## src/rtl/layer_cfg_pkg.sv

```systemverilog
// Shared layer-descriptor layout, error codes, sequencer state encoding and the
// output-feature-map size rule used by the sequencer and by golden models.
package layer_cfg_pkg;

    localparam int unsigned DESC_W     = 37;
    localparam int unsigned IFM_SIZE_W = 9;
    localparam int unsigned IFM_CH_W   = 11;
    localparam int unsigned KSIZE_W    = 2;
    localparam int unsigned NFILT_W    = 11;
    localparam int unsigned STRIDE_W   = 2;
    localparam int unsigned OFM_W      = 10;
    localparam int unsigned ERR_W      = 3;

    localparam int unsigned IFM_SIZE_LSB = 28;
    localparam int unsigned IFM_CH_LSB   = 17;
    localparam int unsigned KSIZE_LSB    = 15;
    localparam int unsigned NFILT_LSB    = 4;
    localparam int unsigned MP_MODE_BIT  = 3;
    localparam int unsigned STRIDE_LSB   = 1;
    localparam int unsigned UP_MODE_BIT  = 0;

    // Field order matches the bit offsets above, MSB first.
    typedef struct packed {
        logic [IFM_SIZE_W-1:0] ifm_size;
        logic [IFM_CH_W-1:0]   ifm_channel;
        logic [KSIZE_W-1:0]    kernel_size;
        logic [NFILT_W-1:0]    num_filter;
        logic                  maxpool_mode;
        logic [STRIDE_W-1:0]   maxpool_stride;
        logic                  upsample_mode;
    } layer_desc_t;

    localparam logic [ERR_W-1:0] ERR_NONE    = 3'd0;
    localparam logic [ERR_W-1:0] ERR_KERNEL  = 3'd1;
    localparam logic [ERR_W-1:0] ERR_STRIDE  = 3'd2;
    localparam logic [ERR_W-1:0] ERR_MODE    = 3'd3;
    localparam logic [ERR_W-1:0] ERR_CHAIN   = 3'd4;
    localparam logic [ERR_W-1:0] ERR_TIMEOUT = 3'd5;
    localparam logic [ERR_W-1:0] ERR_RANGE   = 3'd6;

    typedef enum logic [2:0] {
        StIdle     = 3'd0,
        StCheck    = 3'd1,
        StLaunch   = 3'd2,
        StWaitDone = 3'd3,
        StNext     = 3'd4,
        StFinish   = 3'd5,
        StError    = 3'd6
    } seq_state_e;

    // Valid-conv output size, then exactly one of upsample x2 / pool-by-2 / pass.
    function automatic logic [OFM_W-1:0] ofm_size(input layer_desc_t d);
        logic [OFM_W-1:0] base;
        base = OFM_W'(d.ifm_size) - OFM_W'(d.kernel_size) + OFM_W'(1);
        if (d.upsample_mode) begin
            ofm_size = base << 1;
        end else if (d.maxpool_mode && (d.maxpool_stride == 2'd2)) begin
            ofm_size = base >> 1;
        end else begin
            ofm_size = base;
        end
    endfunction

endpackage

```

## src/rtl/layer_sequencer_if.sv

```systemverilog
// Link between the layer sequencer and the conv/maxpool/upsample TOP:
// per-layer configuration, start pulse and done.
interface layer_sequencer_if;
    import layer_cfg_pkg::*;

    logic                  top_start;
    logic                  top_done;
    logic [IFM_SIZE_W-1:0] ifm_size;
    logic [IFM_CH_W-1:0]   ifm_channel;
    logic [KSIZE_W-1:0]    kernel_size;
    logic [NFILT_W-1:0]    num_filter;
    logic                  maxpool_mode;
    logic [STRIDE_W-1:0]   maxpool_stride;
    logic                  upsample_mode;

    modport master (
        output top_start,
        output ifm_size,
        output ifm_channel,
        output kernel_size,
        output num_filter,
        output maxpool_mode,
        output maxpool_stride,
        output upsample_mode,
        input  top_done
    );

    modport slave (
        input  top_start,
        input  ifm_size,
        input  ifm_channel,
        input  kernel_size,
        input  num_filter,
        input  maxpool_mode,
        input  maxpool_stride,
        input  upsample_mode,
        output top_done
    );

endinterface

```

## src/rtl/layer_desc_check.sv

```systemverilog
// Combinational descriptor validator: resulting ofm size and the first
// applicable error cause for one layer.
module layer_desc_check
    import layer_cfg_pkg::*;
(
    input  layer_desc_t      desc,
    input  logic             first_layer,
    input  logic [OFM_W-1:0] prev_ofm,
    output logic [ERR_W-1:0] err_code,
    output logic [OFM_W-1:0] ofm
);

    logic kernel_ok;
    logic stride_ok;
    logic chain_ok;
    logic range_ok;

    always_comb begin
        kernel_ok = (desc.kernel_size == 2'd1) || (desc.kernel_size == 2'd3);
        stride_ok = (desc.maxpool_stride == 2'd1) || (desc.maxpool_stride == 2'd2);
        chain_ok  = first_layer || (OFM_W'(desc.ifm_size) == prev_ofm);
        range_ok  = (desc.ifm_size >= IFM_SIZE_W'(desc.kernel_size)) &&
                    (desc.ifm_channel != '0) && (desc.num_filter != '0);
    end

    always_comb begin
        ofm      = ofm_size(desc);
        err_code = ERR_NONE;
        if (!kernel_ok) begin
            err_code = ERR_KERNEL;
        end else if (desc.maxpool_mode && !stride_ok) begin
            err_code = ERR_STRIDE;
        end else if (desc.maxpool_mode && desc.upsample_mode) begin
            err_code = ERR_MODE;
        end else if (!chain_ok) begin
            err_code = ERR_CHAIN;
        end else if (!range_ok) begin
            err_code = ERR_RANGE;
        end
    end

endmodule

```

## src/rtl/layer_sequencer.sv

```systemverilog
// Walks a table of layer descriptors, validating each one, launching TOP and
// timing it until done; reports progress, completion and error causes.
module layer_sequencer
    import layer_cfg_pkg::*;
#(
    parameter int unsigned MAX_LAYERS = 32,
    parameter int unsigned ADDR_W     = 5,
    parameter int unsigned CYC_W      = 32
) (
    input  logic              clk,
    input  logic              rst,
    input  logic              cfg_we,
    input  logic [ADDR_W-1:0] cfg_addr,
    input  logic [DESC_W-1:0] cfg_wdata,
    input  logic [ADDR_W:0]   num_layers,
    input  logic [CYC_W-1:0]  timeout_cycles,
    input  logic              run,
    input  logic              abort,
    input  logic              err_clear,
    layer_sequencer_if.master top,
    output logic              busy,
    output logic [ADDR_W-1:0] layer_idx,
    output logic [CYC_W-1:0]  layer_cycles,
    output logic              all_done,
    output logic              err,
    output logic [ERR_W-1:0]  err_code
);

    seq_state_e        state_q, state_d;
    logic [ADDR_W-1:0] idx_q, idx_d;
    logic [ADDR_W:0]   nl_q, nl_d;
    logic [CYC_W-1:0]  cnt_q, cnt_d;
    logic [CYC_W-1:0]  lcyc_q, lcyc_d;
    logic [ERR_W-1:0]  errc_q, errc_d;
    logic [OFM_W-1:0]  prev_ofm_q, prev_ofm_d;
    layer_desc_t       cfg_q, cfg_d;
    logic              done_d_q;

    layer_desc_t       desc_mem [MAX_LAYERS];
    layer_desc_t       cur_desc;
    logic              first_layer;
    logic [ERR_W-1:0]  chk_err;
    logic [OFM_W-1:0]  chk_ofm;

    logic              start;
    logic              finish_pulse;
    logic              done_edge;
    logic              range_ok;
    logic              last_layer;
    logic [CYC_W-1:0]  cnt_inc;

    // Table contents survive reset; only the host write port touches them.
    always_ff @(posedge clk) begin
        if (!rst && cfg_we && !busy) begin
            desc_mem[cfg_addr] <= layer_desc_t'(cfg_wdata);
        end
    end

    assign cur_desc    = desc_mem[idx_q];
    assign first_layer = (idx_q == '0);

    layer_desc_check u_check (
        .desc        (cur_desc),
        .first_layer (first_layer),
        .prev_ofm    (prev_ofm_q),
        .err_code    (chk_err),
        .ofm         (chk_ofm)
    );

    assign busy       = (state_q != StIdle) && (state_q != StError);
    assign done_edge  = top.top_done && !done_d_q;
    assign range_ok   = (num_layers != '0) && (num_layers <= (ADDR_W + 1)'(MAX_LAYERS));
    assign last_layer = ({1'b0, idx_q} == (nl_q - (ADDR_W + 1)'(1)));
    assign cnt_inc    = cnt_q + CYC_W'(1);

    always_comb begin
        state_d      = state_q;
        idx_d        = idx_q;
        nl_d         = nl_q;
        cnt_d        = cnt_q;
        lcyc_d       = lcyc_q;
        errc_d       = errc_q;
        prev_ofm_d   = prev_ofm_q;
        cfg_d        = cfg_q;
        start        = 1'b0;
        finish_pulse = 1'b0;

        unique case (state_q)
            StIdle: begin
                if (run) begin
                    if (range_ok) begin
                        nl_d    = num_layers;
                        idx_d   = '0;
                        state_d = StCheck;
                    end else begin
                        errc_d  = ERR_RANGE;
                        state_d = StError;
                    end
                end
            end
            StCheck: begin
                cfg_d      = cur_desc;
                prev_ofm_d = chk_ofm;
                if (chk_err != ERR_NONE) begin
                    errc_d  = chk_err;
                    state_d = StError;
                end else begin
                    state_d = StLaunch;
                end
            end
            StLaunch: begin
                start   = 1'b1;
                cnt_d   = '0;
                state_d = StWaitDone;
            end
            StWaitDone: begin
                // A done edge in the timeout cycle still completes the layer.
                if (done_edge) begin
                    lcyc_d  = cnt_inc;
                    state_d = StNext;
                end else if ((timeout_cycles != '0) && (cnt_inc == timeout_cycles)) begin
                    errc_d  = ERR_TIMEOUT;
                    state_d = StError;
                end else begin
                    cnt_d = cnt_inc;
                end
            end
            StNext: begin
                if (last_layer) begin
                    state_d = StFinish;
                end else begin
                    idx_d   = idx_q + ADDR_W'(1);
                    state_d = StCheck;
                end
            end
            StFinish: begin
                finish_pulse = 1'b1;
                state_d      = StIdle;
            end
            StError: begin
                if (err_clear) begin
                    errc_d  = ERR_NONE;
                    state_d = StIdle;
                end
            end
            default: begin
                state_d = StIdle;
            end
        endcase

        // Abort discards whatever the busy state would have done this cycle.
        if (abort && busy) begin
            state_d      = StIdle;
            idx_d        = idx_q;
            nl_d         = nl_q;
            cnt_d        = cnt_q;
            lcyc_d       = lcyc_q;
            errc_d       = errc_q;
            prev_ofm_d   = prev_ofm_q;
            cfg_d        = cfg_q;
            start        = 1'b0;
            finish_pulse = 1'b0;
        end
    end

    always_ff @(posedge clk) begin
        if (rst) begin
            state_q    <= StIdle;
            idx_q      <= '0;
            nl_q       <= '0;
            cnt_q      <= '0;
            lcyc_q     <= '0;
            errc_q     <= ERR_NONE;
            prev_ofm_q <= '0;
            cfg_q      <= '0;
            done_d_q   <= 1'b0;
        end else begin
            state_q    <= state_d;
            idx_q      <= idx_d;
            nl_q       <= nl_d;
            cnt_q      <= cnt_d;
            lcyc_q     <= lcyc_d;
            errc_q     <= errc_d;
            prev_ofm_q <= prev_ofm_d;
            cfg_q      <= cfg_d;
            done_d_q   <= top.top_done;
        end
    end

    assign top.top_start      = start;
    assign top.ifm_size       = cfg_q.ifm_size;
    assign top.ifm_channel    = cfg_q.ifm_channel;
    assign top.kernel_size    = cfg_q.kernel_size;
    assign top.num_filter     = cfg_q.num_filter;
    assign top.maxpool_mode   = cfg_q.maxpool_mode;
    assign top.maxpool_stride = cfg_q.maxpool_stride;
    assign top.upsample_mode  = cfg_q.upsample_mode;

    assign layer_idx    = idx_q;
    assign layer_cycles = lcyc_q;
    assign all_done     = finish_pulse;
    assign err          = (state_q == StError);
    assign err_code     = errc_q;

endmodule
```

## src/flat_wrapper.sv

```systemverilog
// flat-port wrapper written by rule: the top's interface ports become plain ports
module layer_sequencer_flat import layer_cfg_pkg::*;
#(
    parameter int unsigned MAX_LAYERS = 32,
    parameter int unsigned ADDR_W     = 5,
    parameter int unsigned CYC_W      = 32
)
  (clk, rst, cfg_we, cfg_addr, cfg_wdata, num_layers, timeout_cycles, run, abort, err_clear, busy, layer_idx, layer_cycles, all_done, err, err_code, top_top_start, top_ifm_size, top_ifm_channel, top_kernel_size, top_num_filter, top_maxpool_mode, top_maxpool_stride, top_upsample_mode, top_top_done);
  layer_sequencer_if top_i ();
  input  logic clk;
  input  logic rst;
  input  logic cfg_we;
  input  logic [ADDR_W-1:0] cfg_addr;
  input  logic [DESC_W-1:0] cfg_wdata;
  input  logic [ADDR_W:0] num_layers;
  input  logic [CYC_W-1:0] timeout_cycles;
  input  logic run;
  input  logic abort;
  input  logic err_clear;
  output logic busy;
  output logic [ADDR_W-1:0] layer_idx;
  output logic [CYC_W-1:0] layer_cycles;
  output logic all_done;
  output logic err;
  output logic [ERR_W-1:0] err_code;
  output wire logic [$bits(top_i.top_start)-1:0] top_top_start;
  output wire logic [$bits(top_i.ifm_size)-1:0] top_ifm_size;
  output wire logic [$bits(top_i.ifm_channel)-1:0] top_ifm_channel;
  output wire logic [$bits(top_i.kernel_size)-1:0] top_kernel_size;
  output wire logic [$bits(top_i.num_filter)-1:0] top_num_filter;
  output wire logic [$bits(top_i.maxpool_mode)-1:0] top_maxpool_mode;
  output wire logic [$bits(top_i.maxpool_stride)-1:0] top_maxpool_stride;
  output wire logic [$bits(top_i.upsample_mode)-1:0] top_upsample_mode;
  input wire logic [$bits(top_i.top_done)-1:0] top_top_done;
  assign top_top_start = top_i.top_start;
  assign top_ifm_size = top_i.ifm_size;
  assign top_ifm_channel = top_i.ifm_channel;
  assign top_kernel_size = top_i.kernel_size;
  assign top_num_filter = top_i.num_filter;
  assign top_maxpool_mode = top_i.maxpool_mode;
  assign top_maxpool_stride = top_i.maxpool_stride;
  assign top_upsample_mode = top_i.upsample_mode;
  assign top_i.top_done = top_top_done;
  layer_sequencer #(.MAX_LAYERS(MAX_LAYERS), .ADDR_W(ADDR_W), .CYC_W(CYC_W)) u_core (.clk(clk), .rst(rst), .cfg_we(cfg_we), .cfg_addr(cfg_addr), .cfg_wdata(cfg_wdata), .num_layers(num_layers), .timeout_cycles(timeout_cycles), .run(run), .abort(abort), .err_clear(err_clear), .top(top_i), .busy(busy), .layer_idx(layer_idx), .layer_cycles(layer_cycles), .all_done(all_done), .err(err), .err_code(err_code));
endmodule
```

## config.mk

```make
export PLATFORM = sky130hd
export DESIGN_NAME = layer_sequencer_flat
export DESIGN_NICKNAME = d
export VERILOG_FILES = /design/src/rtl/layer_cfg_pkg.sv /design/src/rtl/layer_sequencer_if.sv /design/src/rtl/layer_desc_check.sv /design/src/rtl/layer_sequencer.sv /design/src/flat_wrapper.sv
export SDC_FILE = /design/constraint.sdc
export NUM_CORES = 1
export LEC_CHECK = 0
export BUFFER_PORTS_ARGS = -buffer_cell sky130_fd_sc_hd__buf_4
export CORE_AREA = 2 2 434 221
export CTS_BUF_LIST = sky130_fd_sc_hd__clkbuf_8
export CTS_CLUSTER_DIAMETER = 150
export DETAILED_ROUTE_END_ITERATION = 7
export DIE_AREA = 0 0 436 223
export HOLD_SLACK_MARGIN = 0.03
export PLACE_DENSITY = 0.82
export SYNTH_ARGS = -nofsm -noshare
export SYNTH_HDL_FRONTEND = slang
export SYNTH_HIERARCHICAL = 1
export SYNTH_SLANG_ARGS = --single-unit
```

## constraint.sdc

```tcl
create_clock -name clk -period 5.2 [get_ports clk]
set_input_delay 1.04 -clock clk [delete_from_list [all_inputs] [get_ports clk]]
set_output_delay 1.04 -clock clk [all_outputs]
set_load 0.02 [all_outputs]
```

==> summary.md, run 1 <==
| Metric | Value |
|---|---|
| PortBufs | `between 150 and 200` |
| # setup viols final | `0` |
| Timing-limited maximum frequency | `a little under 0.2 GHz` |
| Multi-input gate area | `14900 sq um` |
| Antenna Violating Nets Remaining | `0` |
| Slew headroom | `approximately 16%` |
| Syn avg cell area | `around 19 sq um` |
| Top FF cell, synth | `edfxtp_1` |
| RePlAce Congestion | `approximately 1` |
| Core area | `roughly 94000 sq um` |
| Fin util | `about 65%` |
| Dpl ws | `-0.212 ns` |
| Number of global-route vias before repair | `30500` |
| Row count | `80` |
| Clock power share | `approximately 30%` |
| Die height | `about 220 microns` |
| R2R depth | `16` |
| Critical setup path kind | `reg -> reg` |
| Setup Fix Bufs, Post-CTS | `0` |
| Yosys cell types | `89` |
| Clk pin slew, worst setup/hold paths | `about 0.070 ns` |
| Tmin final | `~5.1 ns` |
| Largest net degree at the start of global routing | `54` |
| Non-filler cells, final | `4619` |
| Avg WL per Cell | `around 34 microns` |
| Cell Area, Placed | `between 50000 and 60000 sq um` |
| Worst setup SP type | `flip-flop` |
| First drt pass iteration count | `6` |
| Overall Global Routing Usage | `a little under a third` |
| Combinational power share | `around 23%` |
| WHS | `approximately 0.4 ns` |
| Worst Hold Class | `in -> reg` |
| Mapped Cells | `2871` |
| Final WS setup | `~0.09 ns` |
| WP data required | `5.98 ns` |
| Nets@finish | `3310` |
| EDFF count, synth | `~1200` |
| First-pass GRT wire length | `about 220000 microns` |
| Drt drc | `0` |
| Vias/cell | `6.78` |
| Final worst-path cycle share | `between 90% and 100%` |
| Cell internal pwr | `about 0.018 W` |
| Initial cell density of the core | `57.1%` |
| CTS Hold Buffers Added | `0` |
| Detailed Place HPWL | `about 96000 microns` |
| Flop pwr share | `a little under half` |
| Layout cell share with drive strength beyond 1 | `30.9%` |
| Sink Count | `between 1000 and 1500` |
| Finished Cell Area | `approximately 61000 sq um` |
| Seq/Total Area, Yosys | `71.3%` |
| Gr ovfl total | `0` |
| Die area | `97200 sq um` |
| Fill count | `between 6000 and 7000` |
| Worst Hold Path Cells | `2` |
| Initial antenna violation count | `11` |
| Die W | `approximately 440 microns` |
| Leak pwr | `19.2 nW` |
| Status | `completed` |
| CTS Root Buffer Type | `clkbuf_8` |
| Detailed Route Iter0 Violations | `slightly above 5000` |
| Synth warn | `6` |
| Fin. max-slew vios | `0` |
| Commonest cells after routing, fill and taps aside | `edfxtp_1 (1184), mux4_2 (370), buf_4 (283), clkbuf_8 (185), nor2_1 (165)` |
| CTS max path bufs | `3` |
| Via count | `roughly 31000` |
| # IOs | `between 150 and 200` |
| Peak supply drop | `about 300 uV` |
| Syn nets | `~3000` |
| Switch share | `between 20% and 30%` |
| Clk_skew | `0.0382 ns` |
| Register area | `approximately 38000 sq um` |
| Seq cells post-synth | `between 1000 and 1500` |
| Clock latency on the worst-skew pair | `around 0.88 ns` |
| Cts bufs inserted | `173` |
| Total number of H-tree levels | `4` |
| Synthesis-to-layout area growth | `13.9%` |
| Worst Setup End Kind | `flip-flop` |
| Net switching power | `roughly 0.007 W` |
| Commonest non-fill, non-tap cell in the layout | `edfxtp_1` |
| CTS tree | `yes` |
| Worst slew pin tran | `1.24 ns` |
| DRT Wirelength | `~150000 microns` |
| FFs w/ async S/R, synth | `0%` |
| Crit-path max FO | `17` |
| Max Cap Viol | `0` |
| PD cells | `between 400 and 500 nW/um^2` |
| Placed insts | `4291` |
| Final-report hold violation count | `0` |
| Post-Synthesis Cell Area | `approximately 54000 sq um` |
| Crit path DAT | `a little under 6 ns` |
flip-flops by register name (all words and copies together), names as in the netlist, named ones only:
signal / count
u_core/err_code: 3
u_core/prev_ofm_q: 10
u_core/state_q: 3
u_core/top.ifm_channel: 11
u_core/top.num_filter: 11
u_core/cnt_q: 32
u_core/top.upsample_mode: 1
u_core/top.kernel_size: 2
u_core/top.maxpool_stride: 2
u_core/done_d_q: 1
u_core/layer_idx: 5
u_core/top.ifm_size: 9
u_core/nl_q: 6
u_core/layer_cycles: 32
u_core/desc_mem: 1184
u_core/top.maxpool_mode: 1
worst paths after layout:
path                        startpoint                    to  slack (ns)
setup / recovery             flip-flop    u_core/err_code[2]        0.09
setup reg to reg             flip-flop    u_core/err_code[2]        0.09
hold reg to reg   u_core/prev_ofm_q[9]  u_core/prev_ofm_q[9]        0.47
hold / removal            top_top_done       u_core/done_d_q        0.41
cell usage after synthesis, types with 6 or more instances:
master       n  area (sq um)
nand4b_1     9          78.8
and2_1       8          50.1
inv_1       36           135
and4_1      11          96.3
nor4_1      24           150
edfxtp_1  1184         35600
buf_1       34           128
a211oi_1    33           248
nand3_1     30           150
or4_1       25           188
clkbuf_1   114           428
nor3_1      63           315
mux4_2     370          8330
o22ai_1      6          37.5
buf_2       17          85.1
dfxtp_1    134          2680
o31ai_1     13          97.6
o21ai_0     50           250
o21ai_1      8          40.0
o211ai_1     9          67.6
a21oi_1     60           300
nand2b_1    14          87.6
nand4_1     34           213
xnor2_1     57           499
mux2i_1     13           130
xor2_1      28           245
nor2_1     197           739
mux2_2      37           417
ha_1        26           325
nor2b_1     12          75.1
o311ai_0     6          52.6
nand2_1    100           375
repair_timing:
item / CTS / global route
gates cloned: 0 / 1
pin swaps: 1 / 0
endpoints found under the setup margin: 2 / 3
gates resized for setup: 4 / 6
endpoints found under the hold margin: 0 / 0
per-stage QoR:
step | total power [W] | TNS [ns]
floorplan | 0.0158 | 0
global placement | 0.0174 | -0.0887
detailed placement | 0.0176 | -0.330
CTS | 0.0250 | 0
global route | 0.0258 | -0.0360
finish | 0.0250 | 0
logic make-up (layout without fill, tap and decap cells):
family,after synthesis,count (layout),share of synthesized area (%)
fa+ha+maj,27,27,0.644
flops,1318,1318,71.3
simple gates,564,564,5.36
buf+inv,210,679,1.58
other cells,0,8,0
mux,420,420,16.6
xor+xnor,88,88,1.52
compound gates,244,244,3.08
worst max-delay path, cell delays in order, from the launching register on:
cell and delay [ns]:
dfxtp_4 0.47, buf_12 0.23, buf_4 0.28, mux4_2 0.60
mux4_2 0.51, mux2_2 0.32, nor4_2 0.43, nand3_2 0.25
o41ai_2 0.15, a41oi_2 0.15, nand3b_1 0.24, o21ai_1 0.16
nor4_1 0.10, a21oi_1 0.23, o2111ai_2 0.18, or4_1 0.49
o21ai_0 0.19
power by group through the flow:
stage	sequential [W]	clock, W	combinational, W
3_5_place_dp	0.0121	0	0.00548
5_1_grt	0.0119	0.00803	0.00593
6_report	0.0119	0.00750	0.00562
3_3_place_gp	0.0121	0	0.00529
4_1_cts	0.0119	0.00758	0.00551
2_1_floorplan	0.0121	0	0.00374
per-layer routing:
metal	track usage [%]	vias to the layer above	share of wire, %
met1	48.6	16000	39
met3	10.4	316	15
met2	44.0	2472	43
li1	-	12500	-
met4	9.83	14	2.9
met5	0	-	0.10
final cells by class:
class                      instances  area share [%]
tap                             1271            2.60
clock buffer                     185            4.17
multi-input combinational       1343            24.3
sequential                      1318            62.6
clock inverter                   134            1.29
timing repair buffer             322            4.75
inverter                          38           0.233
antenna                            8          0.0328
Note: power is estimated with default switching activity, not from simulation.
==> run 2, diff against run 1 <==
- CELL_PAD_IN_SITES_DETAIL_PLACEMENT: default -> 0
- CELL_PAD_IN_SITES_GLOBAL_PLACEMENT: default -> 1
- CORE_AREA: 2 2 434 221 -> 2 2 462 235
- DIE_AREA: 0 0 436 223 -> 0 0 464 237
==> run 2 against run 1 <==
  * Critical path depth rose by 2
  * Sequential power barely moved
  * Total power fell by 0.65%
  * Worst setup slack improved by 0.16 ns
  * Clock power fell by 2%
  * Final area rose by 0.16%
  * Non-clock buffer count rose by 13
  * Combinational power fell by 0.7%
  * Clock skew rose by 0.0070 ns
  * Fmax rose by 3.3%
  * Highest routed layer unchanged
  * Count of clock-buffer cells in the layout fell by 7
  * Largest cell class unchanged
==> summary.md, run 2 (synthesis results as in run 1) <==
| Metric | Value |
|---|---|
| Status | `completed` |
| Initial antenna violation count | `9 (-2)` |
| Avg WL per Cell | `32.4 microns (-3.4%)` |
| PortBufs | `167 (unchanged)` |
| Final-report hold violation count | `0 (unchanged)` |
| CTS Root Buffer Type | `clkbuf_8` |
| PD cells | `405 nW/um^2 (-0.81%)` |
| Critical setup path kind | `reg -> reg` |
| Layout cell share with drive strength beyond 1 | `31.1% (+0.22 points)` |
| DRT Wirelength | `155000 microns (+0.27%)` |
| Largest stage delay, worst path | `0.51 ns (-0.09 ns)` |
| Sink Count | `1318 (unchanged)` |
| Worst Setup End Kind | `flip-flop` |
| Clk pin slew, worst setup/hold paths | `0.07 ns (about the same)` |
| Largest net degree at the start of global routing | `66 (+22%)` |
| WP buf/inv | `4 (+2)` |
| Fin util | `57.6% (-7.5 points)` |
| Core area | `106000 sq um (+13%)` |
| Detailed Place HPWL | `96400 microns (+0.39%)` |
| Multi-input gate area | `14900 sq um (+0.15%)` |
| RePlAce Congestion | `0.995 (-1.7%)` |
| Cell Area, Placed | `57800 sq um (+0.21%)` |
| CTS max path bufs | `3 (unchanged)` |
| Leak pwr | `19.2 nW (about the same)` |
| Combinational power share | `22.5% (about the same)` |
| Number of global-route vias before repair | `29900 (-1.9%)` |
| Slew headroom | `14.3% (-2.1 points)` |
| Row count | `85 (+6.3%)` |
| CTS Hold Buffers Added | `0 (unchanged)` |
| Fill count | `7685 (+26%)` |
| WP data required | `6.02 ns (+0.04 ns)` |
| Commonest non-fill, non-tap cell in the layout | `edfxtp_1` |
| Clock latency on the worst-skew pair | `0.91 ns (+0.03 ns)` |
| Final TNS setup | `0 ns (unchanged)` |
| Max FFs per register | `1184 (unchanged)` |
| Worst setup SP type | `flip-flop` |
| First drt pass iteration count | `5 (-1)` |
| Clk_skew | `0.0452 ns (+0.00702 ns)` |
| # IOs | `168 (unchanged)` |
| Crit path DAT | `5.77 ns (-0.12 ns)` |
| Vias/cell | `6.41 (-5.4%)` |
| Detailed Route Iter0 Violations | `4447 (-12%)` |
| Final worst-path cycle share | `95.2% (-3.1 points)` |
| Via count | `30700 (-1.8%)` |
| Finished Cell Area | `61200 sq um (+0.16%)` |
| Worst Hold Class | `in -> reg` |
| Clock power share | `29.7% (-0.3 points)` |
| # setup viols final | `0 (unchanged)` |
| Crit-path leading delay family | `simple AND/OR/NAND/NOR gates` |
| Cts bufs inserted | `177 (+2.3%)` |
| Peak supply drop | `285 uV (-3.2%)` |
| Timing-limited maximum frequency | `0.202 GHz (+3.3%)` |
| Cell internal pwr | `0.0178 W (-0.91%)` |
| Crit-path max FO | `13 (-4)` |
| Fin. max-slew vios | `0 (unchanged)` |
| Antenna Violating Nets Remaining | `0 (unchanged)` |
| Overall Global Routing Usage | `28.2% (-3.7 points)` |
| Nets@finish | `3327 (+0.51%)` |
| Flop pwr share | `47.8% (+0.3 points)` |
| CP max-delay cell | `mux4_2` |
| Total number of H-tree levels | `4 (unchanged)` |
| Register area | `38300 sq um (unchanged)` |
| CTS tree | `yes` |
| Drt drc | `0 (unchanged)` |
| Gr ovfl total | `0 (unchanged)` |
| Biggest register | `u_core/desc_mem` |
| First-pass GRT wire length | `218000 microns (-0.32%)` |
| Net switching power | `0.00698 W (about the same)` |
| Initial cell density of the core | `50.5% (-6.6 points)` |
| Switch share | `28.1% (+0.19 points)` |
| Die height | `237 microns (+6.3%)` |
| Synthesis-to-layout area growth | `14.1%` |
| Max Cap Viol | `0 (unchanged)` |
| Die area | `110000 sq um (+13%)` |
| Die W | `464 microns (+6.4%)` |
| Critical-path cell list | `buf_16, buf_16, buf_12, mux4_2, mux4_2, mux2_2, nor4_2, nand2_1, o41ai_4, buf_4, a41oi_2, nand3b_1, o21ai_1, nor4_1, a21oi_1, o2111ai_2, or4_1, o21ai_0` |
| Commonest cells after routing, fill and taps aside | `edfxtp_1 (1184), mux4_2 (370), buf_4 (309), clkbuf_8 (178), nor2_1 (165)` |
| Worst slew pin tran | `1.27 ns (+0.0292 ns)` |
| Placed insts | `4466 (+4.1%)` |
| Non-filler cells, final | `4794 (+3.8%)` |
| Tmin final | `4.95 ns (-0.161 ns)` |
run 2: what timing repair did:
item | CTS | global route
setup endpoints to repair | 2 | 3
gates resized for setup | 3 | 9
pin swaps | 0 | 1
cloned | 0 | 2
buffers inserted | 0 | 1
run 2: routing by layer:
layer	vias to the layer above	GRT usage, %	wire length [microns]
met3	240	11.5	23800
met1	15900	43.6	65200
met2	2112	36.6	63100
met5	-	0	169
met4	12	7.24	3020
li1	12500	-	-
run 2: area by class of cell:
class	count	share of cell area, %
timing repair buffer	335	4.68
tap	1435	2.93
clock buffer	178	4.00
inverter	38	0.233
antenna	7	0.0286
clock inverter	140	1.30
multi-input combinational	1343	24.3
sequential	1318	62.5
run 2: through the flow:
step | worst slack [ns] | total power, W | hold slack [ns]
final | 0.250 | 0.0248 | 0.371
after global routing | -0.00309 | 0.0258 | 0.369
after CTS | 0.0404 | 0.0248 | 0.312
after detailed placement | -0.184 | 0.0175 | 0.456
after global placement | -0.296 | 0.0174 | 0.452
after floorplan | 0.264 | 0.0158 | 0.437
run 2: worst register-to-register path, stage by stage, from the launching register on:
cell and delay [ns]:
dfxtp_4 0.42, buf_16 0.21, buf_16 0.21, buf_12 0.17, mux4_2 0.52, mux4_2 0.48, mux2_2 0.30, nor4_2 0.33
nand2_1 0.20, o41ai_4 0.29, buf_4 0.18, a41oi_2 0.07, nand3b_1 0.24, o21ai_1 0.14, nor4_1 0.10, a21oi_1 0.24
o2111ai_2 0.18, or4_1 0.50, o21ai_0 0.14
run 2: worst paths after layout:
| check | end | slack (ns) | startpoint | cells past startpoint |
|---|---|---|---|---|
| min reg2reg | u_core/layer_cycles[1] | 0.47 | u_core/layer_cycles[1] | 2 |
| max reg2reg | u_core/err_code[2] | 0.25 | flip-flop | 18 |
| max | u_core/err_code[2] | 0.25 | flip-flop | 18 |
| min | u_core/done_d_q | 0.37 | top_top_done | 2 |
run 2: power groups by stage:
stage | Clock, W | Sequential [W] | Combinational, W
5_1_grt | 0.00799 | 0.0119 | 0.00595
3_5_place_dp | 0 | 0.0121 | 0.00542
2_1_floorplan | 0 | 0.0121 | 0.00374
3_3_place_gp | 0 | 0.0121 | 0.00531
4_1_cts | 0.00751 | 0.0119 | 0.00544
6_report | 0.00738 | 0.0119 | 0.00558
